<file path="src/rtl/bus_master_ctrl_pkg.sv">
// Shared constants and state encoding for the bus master sequencer.
// Bus control strobes are active low.
package bus_master_ctrl_pkg;

    localparam int unsigned WordAddrW = 30;
    localparam int unsigned WordDataW = 32;

    localparam logic Enable_  = 1'b0;
    localparam logic Disable_ = 1'b1;
    localparam logic Read     = 1'b1;
    localparam logic Write    = 1'b0;

    typedef enum logic [1:0] {
        StIdle   = 2'd0,
        StReq    = 2'd1,
        StAccess = 2'd2,
        StHold   = 2'd3
    } bmc_state_e;

endpackage

</file>
<file path="src/rtl/bus_ctrl_timer.sv">
// Clearable free-running up-counter with an equality flag against a limit.
// Shared by the access-timeout and the grant-hold functions.
module bus_ctrl_timer #(
    parameter int unsigned Width = 4
) (
    input  logic             clk,
    input  logic             reset,
    input  logic             clr,
    input  logic [Width-1:0] limit,
    output logic             hit
);

    logic [Width-1:0] count_q;

    always_ff @(posedge clk or posedge reset) begin
        if (reset) begin
            count_q <= '0;
        end else if (clr) begin
            count_q <= '0;
        end else begin
            count_q <= count_q + 1'b1;
        end
    end

    assign hit = (count_q == limit);

endmodule

</file>
<file path="src/rtl/bus_master_ctrl.sv">
// Master-side bus sequencer: turns a single-cycle CPU request into an arbitrated
// bus transaction and returns read data and done/error status.
module bus_master_ctrl
    import bus_master_ctrl_pkg::*;
#(
    parameter int unsigned TIMEOUT_CYCLES = 16,
    parameter int unsigned HOLD_CYCLES    = 0
) (
    input  logic                 clk,
    input  logic                 reset,
    input  logic                 cpu_req,
    input  logic                 cpu_rw,
    input  logic [WordAddrW-1:0] cpu_addr,
    input  logic [WordDataW-1:0] cpu_wr_data,
    output logic [WordDataW-1:0] cpu_rd_data,
    output logic                 cpu_busy,
    output logic                 cpu_done,
    output logic                 cpu_err,
    output logic                 bus_req_,
    input  logic                 bus_grnt_,
    output logic [WordAddrW-1:0] bus_addr,
    output logic                 bus_as_,
    output logic                 bus_rw,
    output logic [WordDataW-1:0] bus_wr_data,
    input  logic [WordDataW-1:0] bus_rd_data,
    input  logic                 bus_rdy_
);

    localparam int unsigned MaxCycles = (TIMEOUT_CYCLES > HOLD_CYCLES) ? TIMEOUT_CYCLES
                                                                       : HOLD_CYCLES;
    localparam int unsigned CntW = (MaxCycles > 1) ? $clog2(MaxCycles + 1) : 1;
    // Counter starts at 0 on entry, so the last allowed cycle sees count == N-1.
    localparam logic [CntW-1:0] TimeoutLimit =
        (TIMEOUT_CYCLES > 0) ? CntW'(TIMEOUT_CYCLES - 1) : '0;
    localparam logic [CntW-1:0] HoldLimit =
        (HOLD_CYCLES > 0) ? CntW'(HOLD_CYCLES - 1) : '0;

    bmc_state_e           state_q;
    logic                 req_rw_q;
    logic [WordAddrW-1:0] req_addr_q;
    logic [WordDataW-1:0] req_wr_data_q;

    logic            timer_clr;
    logic            timer_hit;
    logic [CntW-1:0] timer_limit;
    logic            timeout_hit;
    logic            hold_leave;

    always_comb begin
        timeout_hit = timer_hit && (TIMEOUT_CYCLES != 0);
        hold_leave  = (state_q == StHold) && (cpu_req || bus_grnt_ || timer_hit);
        timer_limit = (state_q == StHold) ? HoldLimit : TimeoutLimit;
        // Held at zero outside ACCESS/HOLD and on every exit, so each entry starts from 0.
        timer_clr   = (state_q == StIdle) || (state_q == StReq) || hold_leave ||
                      ((state_q == StAccess) && (!bus_rdy_ || timeout_hit || bus_grnt_));
    end

    bus_ctrl_timer #(
        .Width(CntW)
    ) u_timer (
        .clk  (clk),
        .reset(reset),
        .clr  (timer_clr),
        .limit(timer_limit),
        .hit  (timer_hit)
    );

    always_ff @(posedge clk or posedge reset) begin
        if (reset) begin
            state_q       <= StIdle;
            req_rw_q      <= Read;
            req_addr_q    <= '0;
            req_wr_data_q <= '0;
            cpu_rd_data   <= '0;
            cpu_busy      <= 1'b0;
            cpu_done      <= 1'b0;
            cpu_err       <= 1'b0;
            bus_req_      <= Disable_;
            bus_as_       <= Disable_;
            bus_rw        <= Read;
            bus_addr      <= '0;
            bus_wr_data   <= '0;
        end else begin
            cpu_done <= 1'b0;
            cpu_err  <= 1'b0;
            unique case (state_q)
                StIdle: begin
                    if (cpu_req) begin
                        req_rw_q      <= cpu_rw;
                        req_addr_q    <= cpu_addr;
                        req_wr_data_q <= cpu_wr_data;
                        bus_req_      <= Enable_;
                        cpu_busy      <= 1'b1;
                        state_q       <= StReq;
                    end
                end
                StReq: begin
                    if (bus_grnt_ == Enable_) begin
                        bus_as_     <= Enable_;
                        bus_rw      <= req_rw_q;
                        bus_addr    <= req_addr_q;
                        bus_wr_data <= req_wr_data_q;
                        state_q     <= StAccess;
                    end
                end
                StAccess: begin
                    // A completed transfer wins over a coincident timeout or grant loss.
                    if (bus_rdy_ == Enable_) begin
                        bus_as_  <= Disable_;
                        cpu_done <= 1'b1;
                        cpu_busy <= 1'b0;
                        if (bus_rw == Read) begin
                            cpu_rd_data <= bus_rd_data;
                        end
                        if (HOLD_CYCLES > 0) begin
                            state_q <= StHold;
                        end else begin
                            bus_req_ <= Disable_;
                            state_q  <= StIdle;
                        end
                    end else if (timeout_hit || (bus_grnt_ == Disable_)) begin
                        bus_as_  <= Disable_;
                        bus_req_ <= Disable_;
                        cpu_done <= 1'b1;
                        cpu_err  <= 1'b1;
                        cpu_busy <= 1'b0;
                        state_q  <= StIdle;
                    end
                end
                StHold: begin
                    if (bus_grnt_ == Disable_) begin
                        // Grant taken away: a new request must re-arbitrate.
                        if (cpu_req) begin
                            req_rw_q      <= cpu_rw;
                            req_addr_q    <= cpu_addr;
                            req_wr_data_q <= cpu_wr_data;
                            cpu_busy      <= 1'b1;
                            state_q       <= StReq;
                        end else begin
                            bus_req_ <= Disable_;
                            state_q  <= StIdle;
                        end
                    end else if (cpu_req) begin
                        bus_as_     <= Enable_;
                        bus_rw      <= cpu_rw;
                        bus_addr    <= cpu_addr;
                        bus_wr_data <= cpu_wr_data;
                        cpu_busy    <= 1'b1;
                        state_q     <= StAccess;
                    end else if (timer_hit) begin
                        bus_req_ <= Disable_;
                        state_q  <= StIdle;
                    end
                end
                default: state_q <= StIdle;
            endcase
        end
    end

endmodule

</file>
<file path="config.mk">
export PLATFORM = sky130hd
export DESIGN_NAME = bus_master_ctrl
export DESIGN_NICKNAME = d
export VERILOG_FILES = /design/src/rtl/bus_master_ctrl_pkg.sv /design/src/rtl/bus_ctrl_timer.sv /design/src/rtl/bus_master_ctrl.sv
export SDC_FILE = /design/constraint.sdc
export NUM_CORES = 1
export LEC_CHECK = 0
export CAP_MARGIN = 20
export CORE_AREA = 2 2 132 134
export CTS_BUF_LIST = sky130_fd_sc_hd__clkbuf_16
export DETAILED_ROUTE_END_ITERATION = 10
export DIE_AREA = 0 0 134 136
export PLACE_DENSITY = 0.86
export SLEW_MARGIN = 20
export SYNTH_ARGS = -nofsm -noshare
export SYNTH_HDL_FRONTEND = slang
export SYNTH_HIERARCHICAL = 1
export SYNTH_SLANG_ARGS = --single-unit
export TNS_END_PERCENT = 5
</file>
<file path="constraint.sdc">
create_clock -name clk -period 6.1 [get_ports clk]
set_input_delay 1.22 -clock clk [delete_from_list [all_inputs] [get_ports clk]]
set_output_delay 1.22 -clock clk [all_outputs]
set_load 0.05 [all_outputs]
</file>
**Word level (Yosys, flattened, before mapping)**

Cells that the tools add are included.
Widths: inputs -> output; s select.

- Reductions and logical operators: 25
- Equality and inequality tests: 14
- $add $sub $neg: 1
- Bitwise operators: 1
- Multiplexer cells: 52

Operators with widths:

| cell | number |
|---|---|
| $mux 32 | 5 |
| $mux 30 | 5 |
| $pmux 32 s2 | 2 |
| $pmux 30 s2 | 2 |
| $mux 1 | 23 |
| $mux 2 | 7 |
| $ne 2x2->1 const B | 6 |
| $reduce_and 5->1 | 2 |
| $logic_or 1x1->1 | 8 |
| $pmux 2 s4 | 1 |
| $reduce_and 4->1 | 2 |
| $pmux 1 s2 | 3 |
| $pmux 1 s3 | 2 |
| $reduce_and 3->1 | 2 |
| $reduce_bool 2->1 | 3 |
| $reduce_bool 3->1 | 2 |
| $add 5x1->5 const B | 1 |
| $eq 5x4->1 | 1 |
| $mux 5 | 1 |
| $eq 2x2->1 const B | 2 |
| $mux 4 | 1 |
| $ne 4x4->1 const B | 1 |
| $ne 3x2->1 const B | 1 |
| $ne 3x3->1 const B | 1 |
| 8 further kinds | 9 |

- Logic and storage cells: 107
- Register bits: 170

**Logic depth before layout (Yosys ltp)**

Gate-level depths: netlist of run 1.

- Depth after elaboration: 8
- Mapped depth: 9
- Depth with buffers taken out: 9

**Modules after synthesis**

The synthesis of run 1 kept the hierarchy.

Modules (own cells, without submodules):

| module | cells each | times used | area an instance (µm²) | sequential area each (µm²) |
|---|---|---|---|---|
| bus_master_ctrl | 529 | 1 | 7231.9 | 4134.0 |
| bus_ctrl_timer | 24 | 1 | 252.7 | 125.1 |

**Least setup slack after synthesis of run 1**

No wires, ideal clock.

- Path type: in2reg
- From: input port cpu_req
- To: register u_timer.count_q[1]
- Arrival: 2265 ps
- Path buffers: 1
- Cell stages on the path: 4
- Path slack: 3761 ps
- Required time: 6026 ps
- Path through: buf_2 > o31a_1 > or4_1 > nor2b_1

- Word-level cells in the longest chain between the ends: 6

RTL lines:

| item | RTL line | source |
|---|---|---|
| start: declaration | bus_master_ctrl.sv:11 | `input logic cpu_req,` |
| $logic_or 1x1->1 (2 in series) | bus_master_ctrl.sv:51 | `hold_leave = (state_q == StHold) && (cpu_req \|\| bus_grnt_ \|\| timer_hit);` |
| $logic_and 1x1->1 | bus_master_ctrl.sv:51 |  |
| $logic_or 1x1->1 (2 in series) | bus_master_ctrl.sv:54 | `timer_clr = (state_q == StIdle) \|\| (state_q == StReq) \|\| hold_leave \|\|` |
| named net timer_clr | bus_master_ctrl.sv:43 | `logic timer_clr;` |
| $mux 5 | bus_ctrl_timer.sv:18 | `end else if (clr) begin` |
| end signal: assignment | bus_ctrl_timer.sv:21 | `count_q <= count_q + 1'b1;` |
| end: declaration | bus_ctrl_timer.sv:13 | `logic [Width-1:0] count_q;` |

The timed path passes the listed nets, and every way through them passes these cells.
A chain may end at the register's enable or synchronous reset.

**Worst setup path in the final report of run 1**

- From: input port cpu_req
- To: register bus_wr_data[1]

- Word-level cells in the longest chain between the ends: 2

RTL lines:

| item | RTL line | source |
|---|---|---|
| $ne 2x2->1 (no line) | - |  |
| $reduce_and 4->1 (no line) | - |  |
| end signal: assignment | bus_master_ctrl.sv:102 | `bus_wr_data <= req_wr_data_q;` |
| end signal: assignment | bus_master_ctrl.sv:147 | `bus_wr_data <= cpu_wr_data;` |
| end: declaration | bus_master_ctrl.sv:24 | `output logic [WordDataW-1:0] bus_wr_data,` |

No other way between the ends.

==> results of run 1 <==
## worst max-delay path by stage
stage | startpoint | endpoint | cells past startpoint
after floorplan | reset | bus_addr[0] | 1
after global placement | cpu_req | bus_wr_data[4] | 4
after detailed placement | cpu_req | bus_wr_data[11] | 4
after CTS | cpu_req | bus_wr_data[1] | 4
after global routing | cpu_req | bus_wr_data[5] | 5
final | cpu_req | bus_wr_data[1] | 4
## metrics by stage
step	std cells	setup WS, ns	instance area [um2]
detailed placement	951	2.44	9560
global route	982	2.73	10100
finish	982	2.89	10100
global placement	951	2.57	9560
floorplan	553	0.425	7480
CTS	982	2.89	10100
## critical path, cell delays in order
cell and delay (ns):
clkdlybuf4s50_1 0.68, o221ai_4 0.78, buf_4 0.57, o21ai_1 0.18
## final cells by class
cell class              count  area [um2]  area share, %
inverters                   5        23.8          0.235
repair buffers            205        2040           20.2
well taps                 225         282           2.79
clock inverters            14         123           1.21
clock buffers              17         425           4.21
multi-input cells         346        2960           29.3
flip-flops and latches    170        4260           42.1
## registers in the layout, indices dropped and copies added, names as in the netlist
signal           cells
bus_addr            30
req_rw_q             1
u_timer/count_q      5
cpu_err              1
req_addr_q          30
bus_wr_data         32
bus_req_             1
cpu_done             1
cpu_rd_data         32
cpu_busy             1
req_wr_data_q       32
bus_as_              1
bus_rw               1
state_q              2
## kinds of logic after synthesis
| kind of cell | Yosys count | share of synthesized area (%) |
|---|---|---|
| AOI/OAI and AO/OA | 84 | 6.14 |
| xor gates and xnor gates | 8 | 0.936 |
| adders and majority gates | 8 | 1.34 |
| buffers and inverters | 37 | 3.73 |
| DFF | 170 | 56.9 |
| muxes | 159 | 25.9 |
| other | 1 | 0.0501 |
| and+or+nand+nor | 86 | 4.98 |
## cell usage after synthesis, types with 2 or more instances
cell	number
a21oi_1	9
a31oi_1	5
buf_12	6
buf_2	13
buf_4	7
clkbuf_1	6
dfrtp_1	166
dfstp_2	4
ha_1	8
inv_1	4
mux2_1	22
mux2_2	13
mux2_4	61
mux2i_1	63
nand2_1	64
nand3_1	3
nand3b_1	2
nor2_1	7
nor2b_1	3
o21ai_0	11
o21ai_1	54
xnor2_1	4
xor2_1	4
## per-layer routing
metal	vias to the layer above	share of wire, %	global-route usage [%]
met5	-	0	0
met1	2399	44	22.7
met2	144	48	30.5
li1	2302	-	-
met3	15	6.5	5.11
met4	0	1.1	6.03
## power by group
group	leakage (nW)	internal (mW)	switching, mW	total (mW)
Sequential	2.06	1.71	0.317	2.02
Combinational	2.13	1.44	2.10	3.54
Clock	0.253	0.561	0.456	1.02
==> summary.md, run 1 <==
| Metric | Value |
|---|---|
| Worst EP arrival | `3.48 ns` |
| Type of origin of the critical path | `input port` |
| Initial Util | `44.4%` |
| RePlAce Congestion | `0.768` |
| Hold/Removal Path Class | `reg -> reg` |
| CP endpoint kind | `register` |
| Final setup viols | `0` |
| TritonCTS clock tree | `built` |
| Layout fillers | `1359` |
| Residual DRC count | `0` |
| Final Hold Fails | `0` |
| Fmax | `0.312 GHz` |
| Largest net degree at the start of global routing | `104` |
| CTS max path bufs | `2` |
| Setup Buffers After CTS | `0` |
| Post-synth EDFFs | `0` |
| Area growth, synth to finish | `35.1%` |
| IO Count | `200` |
| Via count | `4860` |
| Post-CTS sizing | `0` |
| Syn. warnings | `6` |
| Crit path time final | `3.21 ns` |
| Total power | `6.58 mW` |
| Buffers on Ports | `199` |
| Final Max Slew Viols | `0` |
| Syn_nets | `661` |
| Drt pass-1 iters | `4` |
| Hold Path End | `bus_addr[22]` |
| Pleak | `4.44 nW` |
| Pwr/cell area | `651 mW/mm2` |
| Worst Reg-to-Reg Cells | `4` |
| GR Overflow Total | `0` |
| WL final | `16.0 mm` |
| Die height | `136 um` |
| Worst-Margin Slew | `0.952 ns` |
| RSZ-0062 raised after global routing | `false` |
| Core ar. | `0.0169 mm2` |
| # rows | `48` |
| Commonest non-fill, non-tap cell in the layout | `clkdlybuf4s50_1` |
| Critical setup path kind | `in -> reg` |
| Width of the die | `134 um` |
| Worst EP required | `6.37 ns` |
| Post-DP HPWL | `10.6 mm` |
| Initial antenna violation count | `0` |
| FF+latch count, synth | `170` |
| Critical R2R Launch | `state_q[0]` |
| Worst Skew | `0.00948 ns` |
| Worst-path clk slew | `0.07 ns` |
| Critical R2R Capture | `req_wr_data_q[16]` |
| CTS HTree Levels | `4` |
| Cell Area, Synth | `0.00748 mm2` |
| Vias in the first global route | `5092` |
| Syn Inst Count | `553` |
| Status | `completed` |
| Crit-path max FO | `54` |
| All-Layer GR Usage | `18.1%` |
| Slew headroom | `36.5%` |
| Cts bufs inserted | `17` |
| Max-Cap Viols | `0` |
| Worst hold start | `bus_addr[22]` |
| Synth area leader | `dfrtp_1` |
| Die ar. | `0.0182 mm2` |
| Cts hold-fix bufs | `0` |
| Layout Nets | `853` |
| Setup TNS | `0 ns` |
| Post-synth cell types | `37` |
| Async set or reset register ratio after synthesis | `100%` |
| Diode count | `0` |
| Sequential share of the synthesized area | `56.9%` |
| Core Util, Final | `59.9%` |
| First-pass GRT wire length | `26.0 mm` |
| Post-DR wirelength/cell | `16.3 um` |
| Clock sink total | `170` |
| Top_reg_cell synth | `dfrtp_1` |
| Max VDD drop | `0.349 mV` |
| DR vias/cell | `4.95` |
| Hold_ws | `0.484 ns` |
| Reg2Reg Setup Slack | `3.53 ns` |
| Number of routed nets with antenna violations | `0` |
| Top cells by area, synth | `dfrtp_1, mux2_4, mux2i_1` |
| Most frequent cells in the layout | `clkdlybuf4s50_1, dfrtp_1, nand2_1` |
| Post-synth top area share | `55.5%` |
| Clk_lat worst skew | `0.41 ns` |
| Mean Syn Cell Area | `13.5 um2` |
| Layout cell share with drive strength beyond 1 | `15.7%` |
| DR iter-0 viols | `230` |
| Worst hold stages | `2` |
| Part of the cycle the worst path needs | `52.6%` |
| Clock root cell | `clkbuf_16` |
(Power assumes the default switching activity.)
==> run 2: changes to the inputs <==
Clock period 6.1 ns to 3.2 ns, I/O delays scaled along.
==> run 2 against run 1 <==
  * Core utilization increased by 0.62 points
  * Highest routed layer is now met5
  * Final cell count increased by 0.51%
  * Clock skew decreased by 0.0023 ns
  * Hold slack got worse by 0.0022 ns
  * Clock power increased by 99%
  * Non-clock buffer count increased by 4
  * Wire length decreased by 3.9%
  * Largest cell class unchanged
  * Flip-flop and latch count unchanged
==> summary.md, run 2 (synthesis gave the netlist of run 1 again) <==
| Metric | Value |
|---|---|
| Status | `completed` |
| Slew headroom | `57.6% (+21 points)` |
| Worst Path Buf+Inv | `1 (-1)` |
| CP startpoint | `state_q[0]` |
| Largest net degree at the start of global routing | `102 (-1.9%)` |
| Type of origin of the critical path | `register` |
| Post-placement cell count | `955 (+0.42%)` |
| RePlAce Congestion | `0.774 (+0.74%)` |
| DR iter-0 viols | `188 (-18%)` |
| Critical R2R Launch | `state_q[0]` |
| Worst EP arrival | `2.76 ns (-0.72 ns)` |
| Fmax | `0.413 GHz` |
| Initial antenna violation count | `2 (+2)` |
| Drt pass-1 iters | `4 (unchanged)` |
| Clock root cell | `clkbuf_16` |
| Clock sink total | `170 (unchanged)` |
| Vias in the first global route | `5050 (-0.82%)` |
| Part of the cycle the worst path needs | `75.7%` |
| Post-DR wirelength/cell | `15.6 um (-4.4%)` |
| Residual DRC count | `0 (unchanged)` |
| Final Hold Fails | `0 (unchanged)` |
| All-Layer GR Usage | `17.4% (-0.76 points)` |
| Pleak | `4.51 nW (+1.5%)` |
| Final non-filler cell area | `0.0102 mm2 (+1.0%)` |
| RSZ-0062 raised after global routing | `false` |
| Worst Reg-to-Reg Cells | `9 (+5)` |
| Critical setup path kind | `reg -> reg` |
| Crit-path max FO | `7 (-87%)` |
| Cts bufs inserted | `17 (unchanged)` |
| Max-Cap Viols | `0 (unchanged)` |
| Cell chain of the critical path | `ha_1 > inv_2 > xnor2_1 > nand3_1 > nor3_1 > nor2_2 > a21boi_1 > or4_1 > nor2b_1` |
| Area growth, synth to finish | `36.4%` |
| Worst-Margin Slew | `0.636 ns (-0.316 ns)` |
| WL final | `15.4 mm (-3.9%)` |
| IO Count | `200 (unchanged)` |
| TritonCTS clock tree | `built` |
| Hold Path End | `bus_wr_data[22]` |
| Post-DP HPWL | `10.6 mm (+0.15%)` |
| # rows | `48 (unchanged)` |
| Pwr/cell area | `1230 mW/mm2 (+90%)` |
| Post-CTS sizing | `0 (unchanged)` |
| Crit path time final | `2.42 ns` |
| Clk_lat worst skew | `0.41 ns (about the same)` |
| Initial Util | `44.4% (unchanged)` |
| First-pass GRT wire length | `25.1 mm (-3.8%)` |
| Largest regs | `bus_wr_data (32), cpu_rd_data (32), req_wr_data_q (32)` |
| Worst-path clk slew | `0.07 ns (about the same)` |
| Worst Skew | `0.00722 ns (-0.00227 ns)` |
| Most frequent cells in the layout | `clkdlybuf4s50_1, dfrtp_1, nand2_1` |
| Layout Nets | `857 (+0.47%)` |
| Width of the die | `134 um (unchanged)` |
| Critical R2R Capture | `u_timer/count_q[1]` |
| Die ar. | `0.0182 mm2 (unchanged)` |
| DR vias/cell | `4.90 (-0.90%)` |
| Worst hold start | `bus_wr_data[22]` |
| Final std cells w/o fill | `987 (+0.51%)` |
| Crit-path slowest cell | `or4_1` |
| Post-DP Area | `0.00963 mm2 (+0.69%)` |
| Commonest non-fill, non-tap cell in the layout | `clkdlybuf4s50_1` |
| CP endpoint kind | `register` |
| Reg2Reg Setup Slack | `0.78 ns (-2.75 ns)` |
| Core ar. | `0.0169 mm2 (unchanged)` |
| Max VDD drop | `0.599 mV (+72%)` |
| Layout cell share with drive strength beyond 1 | `15.9% (+0.18 points)` |
| Cts hold-fix bufs | `0 (unchanged)` |
| CP max stage delay | `0.59 ns (-0.19 ns)` |
| Total power | `12.6 mW (+92%)` |
| CTS HTree Levels | `4 (unchanged)` |
| GR Overflow Total | `0 (unchanged)` |
| Hold/Removal Path Class | `reg -> reg` |
| Number of routed nets with antenna violations | `0 (unchanged)` |
| Layout fillers | `1336 (-1.7%)` |
| CTS max path bufs | `2 (unchanged)` |
| Worst hold stages | `2 (unchanged)` |
| Final setup viols | `0 (unchanged)` |
| Via count | `4841 (-0.39%)` |
| Die height | `136 um (unchanged)` |
| Worst EP required | `3.53 ns (-2.84 ns)` |
| Buffers on Ports | `199 (unchanged)` |
| Final Max Slew Viols | `0 (unchanged)` |
| Setup Buffers After CTS | `0 (unchanged)` |
| Setup TNS | `0 ns (unchanged)` |
| Cell family with most CP delay | `simple AND/OR/NAND/NOR gates` |
-- run 2: power breakdown --
group	internal (mW)	total (mW)	switching (mW)
registers	3.25	3.85	0.599
clock network	1.22	2.03	0.814
logic	2.75	6.72	3.97
-- run 2: worst max path at each step --
| stage | cells after the start | to |
|---|---|---|
| floorplan | 1 | bus_addr[0] |
| finish | 9 | u_timer/count_q[1] |
| CTS | 1 | bus_rw |
| global route | 9 | u_timer/count_q[3] |
| global placement | 5 | req_addr_q[17] |
| detailed placement | 5 | req_addr_q[17] |
-- run 2: routing by layer --
metal	vias up	part of all wire [%]	global-route usage [%]
li1	2323	-	-
met1	2343	45	22.4
met2	149	47	27.9
met3	24	6.1	4.88
met4	2	1.9	6.80
met5	-	0.078	0
-- run 2: worst min-delay path: stages (launching register included) --
cell	delay, ns
dfrtp_1	0.34
nand2_1	0.05
o21ai_1	0.06
-- run 2: cell type report --
| cell class | count | area (um2) | share of cell area [%] |
|---|---|---|---|
| Multi-Input combinational cell | 346 | 2960 | 29.0 |
| Timing Repair Buffer | 209 | 2100 | 20.6 |
| Sequential cell | 170 | 4260 | 41.7 |
| Inverter | 5 | 22.5 | 0.221 |
| Clock buffer | 17 | 425 | 4.17 |
| Tap cell | 225 | 282 | 2.76 |
| Antenna cell | 1 | 2.50 | 0.0245 |
| Clock inverter | 14 | 158 | 1.54 |
-- run 2: metrics by stage --
step | hold slack, ns | setup WS, ns | utilization, %
global placement | 0.464 | 0.671 | 57.0
finish | 0.482 | 0.777 | 60.5
global route | 0.507 | 0.576 | 60.5
floorplan | 0.419 | 0.464 | -
CTS | 0.490 | 0.740 | 60.5
detailed placement | 0.474 | 0.625 | 57.0
==> run 3: changes to the inputs <==
Clock period 3.2 ns to 2.3 ns, I/O delays scaled along.
==> run 3 against run 2 <==
  * Via count increased by 1.3%
  * First-iteration DRC count increased by 12%
  * Critical path depth decreased by 8
  * Clock skew about the same
  * Core utilization increased by 0.54 points
  * Hold slack got worse by 0.16 ns
  * Total power increased by 40%
  * Global-route usage increased by 0.12 points
  * Critical endpoint is now bus_req_
==> summary.md, run 3 (synthesis gave the netlist of run 1 again) <==
| Metric | Value |
|---|---|
| Final std cells w/o fill | `991 (+0.41%)` |
| Final Hold Fails | `0 (unchanged)` |
| Largest net degree at the start of global routing | `95 (-6.9%)` |
| GR Overflow Total | `0 (unchanged)` |
| Final Max Slew Viols | `0 (unchanged)` |
| Worst-Margin Slew | `0.817 ns (+0.181 ns)` |
| First-pass GRT wire length | `25.1 mm (+0.20%)` |
| IO Count | `200 (unchanged)` |
| Layout Nets | `862 (+0.58%)` |
| Final non-filler cell area | `0.0103 mm2 (+0.89%)` |
| Largest regs | `bus_wr_data (32), cpu_rd_data (32), req_wr_data_q (32)` |
| NetSw | `7.55 mW (+40%)` |
| Clock sink total | `170 (unchanged)` |
| WL final | `15.9 mm (+3.2%)` |
| All-Layer GR Usage | `17.5% (+0.12 points)` |
| Crit-path max FO | `2 (-5)` |
| Residual DRC count | `0 (unchanged)` |
| Cell chain of the critical path | `clkdlybuf4s50_1` |
| RePlAce Congestion | `0.741 (-4.2%)` |
| Worst-path clk slew | `0.06 ns (about the same)` |
| Drt pass-1 iters | `4 (unchanged)` |
| Max VDD drop | `0.792 mV (+32%)` |
| CP max stage delay | `0.82 ns (+0.23 ns)` |
| CTS HTree Levels | `4 (unchanged)` |
| Via count | `4904 (+1.3%)` |
| Worst Skew | `0.00746 ns (+0.000241 ns)` |
| DR iter-0 viols | `211 (+12%)` |
| Logic pwr share | `53.9% (+0.6 points)` |
| Crit-path slowest cell | `clkdlybuf4s50_1` |
| Max-Cap Viols | `0 (unchanged)` |
| Layout cell share with drive strength beyond 1 | `16.2% (+0.29 points)` |
| Post-placement cell count | `960 (+0.52%)` |
| Pleak | `4.58 nW (+1.5%)` |
| Die height | `136 um (unchanged)` |
| CP endpoint kind | `output port` |
| Fmax | `0.449 GHz` |
| Clock share of power | `15.8% (-0.3 points)` |
| Worst EP required | `1.84 ns (-1.69 ns)` |
| Worst EP arrival | `1.77 ns (-0.99 ns)` |
| Pwr/cell area | `1720 mW/mm2 (+39%)` |
| Area growth, synth to finish | `37.7%` |
| Cell family with most CP delay | `buffers and inverters` |
| Number of routed nets with antenna violations | `0 (unchanged)` |
| Final WS setup | `0.0746 ns (-0.702 ns)` |
| Pre-CTS setup slack | `0.112 ns (-0.514 ns)` |
| Post-DR wirelength/cell | `16.0 um (+2.8%)` |
| Sw frac | `42.7% (about the same)` |
| # rows | `48 (unchanged)` |
| Die ar. | `0.0182 mm2 (unchanged)` |
| Most frequent cells in the layout | `clkdlybuf4s50_1, dfrtp_1, nand2_1` |
| Diode count | `0 (-1)` |
| Hold_ws | `0.319 ns (-0.163 ns)` |
| Commonest non-fill, non-tap cell in the layout | `clkdlybuf4s50_1` |
| Buffers on Ports | `199 (unchanged)` |
| Final setup viols | `0 (unchanged)` |
| Crit path time final | `2.23 ns` |
| Width of the die | `134 um (unchanged)` |
| Cts bufs inserted | `17 (unchanged)` |
| Part of the cycle the worst path needs | `96.8%` |
| TritonCTS clock tree | `built` |
| Initial antenna violation count | `0 (-2)` |
| Status | `completed` |
| DR vias/cell | `4.95 (+0.89%)` |
| Core ar. | `0.0169 mm2 (unchanged)` |
| Vias in the first global route | `4883 (-3.3%)` |
| Type of origin of the critical path | `register` |
| Post-DP HPWL | `10.7 mm (+0.77%)` |
| Clock root cell | `clkbuf_16` |
| Clk_lat worst skew | `0.42 ns (about the same)` |
| CTS max path bufs | `2 (unchanged)` |
| Setup TNS | `0 ns (unchanged)` |
| Sequential power share | `30.2% (-0.4 points)` |
| Slew headroom | `45.5% (-12 points)` |
| Initial Util | `44.4% (unchanged)` |
| Critical setup path kind | `reg -> out` |
| Worst Path Buf+Inv | `1 (unchanged)` |
| Hold/Removal Path Class | `in -> async` |
| Pint | `10.1 mW (+41%)` |
| Post-DP Area | `0.00973 mm2 (+1.0%)` |
-- run 3: final cells by class --
class                           instances  area [um2]
Clock buffer                           17         425
Clock inverter                         14         143
Fill cell                            1321        6570
Inverter                                5        22.5
Multi-Input combinational cell        346        2970
Sequential cell                       170        4260
Tap cell                              225         282
Timing Repair Buffer                  214        2200
-- run 3: metrics by stage --
step	power [mW]	utilization, %
floorplan	12.3	-
global placement	14.8	57.6
detailed placement	15.0	57.6
CTS	17.9	61.0
global route	18.7	61.1
finish	17.7	61.1
-- run 3: per-layer routing --
layer | GRT usage [%] | share of wire, %
met3 | 4.06 | 5.7
met2 | 27.6 | 47
met1 | 23.8 | 46
met5 | 0 | 0
met4 | 6.21 | 1.6
-- run 3: path summary, 6_finish.rpt --
check	slack, ns	endpoint	cells after the start	start
setup / recovery	0.07	bus_req_	1	bus_req_
hold / removal	0.32	u_timer/count_q[0]	2	reset
setup reg to reg	0.12	u_timer/count_q[2]	8	state_q[0]
hold reg to reg	0.48	bus_wr_data[23]	2	bus_wr_data[23]
max in group asynchronous	1.40	bus_wr_data[19]	3	reset
min in group clk	0.48	bus_wr_data[23]	2	bus_wr_data[23]
-- run 3: what timing repair did --
item / 4_1_cts / 5_1_grt
endpoints found under the setup margin: 1 / 1
buffers inserted: 0 / 0
pin swaps: 0 / 1
hold buffers: 0 / 0
resized for setup: 1 / 2
-- run 3: worst reg2reg max path: cells and delay by family (launching register included) --
family                   cells  cell delay, ns
AND/OR/NAND/NOR              4            1.01
flip-flops                   1            0.38
adder cells (fa/ha/maj)      1            0.26
XOR/XNOR                     1            0.17
buffers and inverters        1            0.16
AO/OA/AOI/OAI                1            0.13
-- run 3: power groups by stage --
stage	Sequential [mW]	Clock [mW]	Combinational, mW
floorplan	8.17	0	4.12
detailed placement	5.35	0	9.63
global placement	5.33	0	9.44
finish	5.35	2.80	9.55
CTS	5.35	2.89	9.62
global route	5.52	3.02	10.2
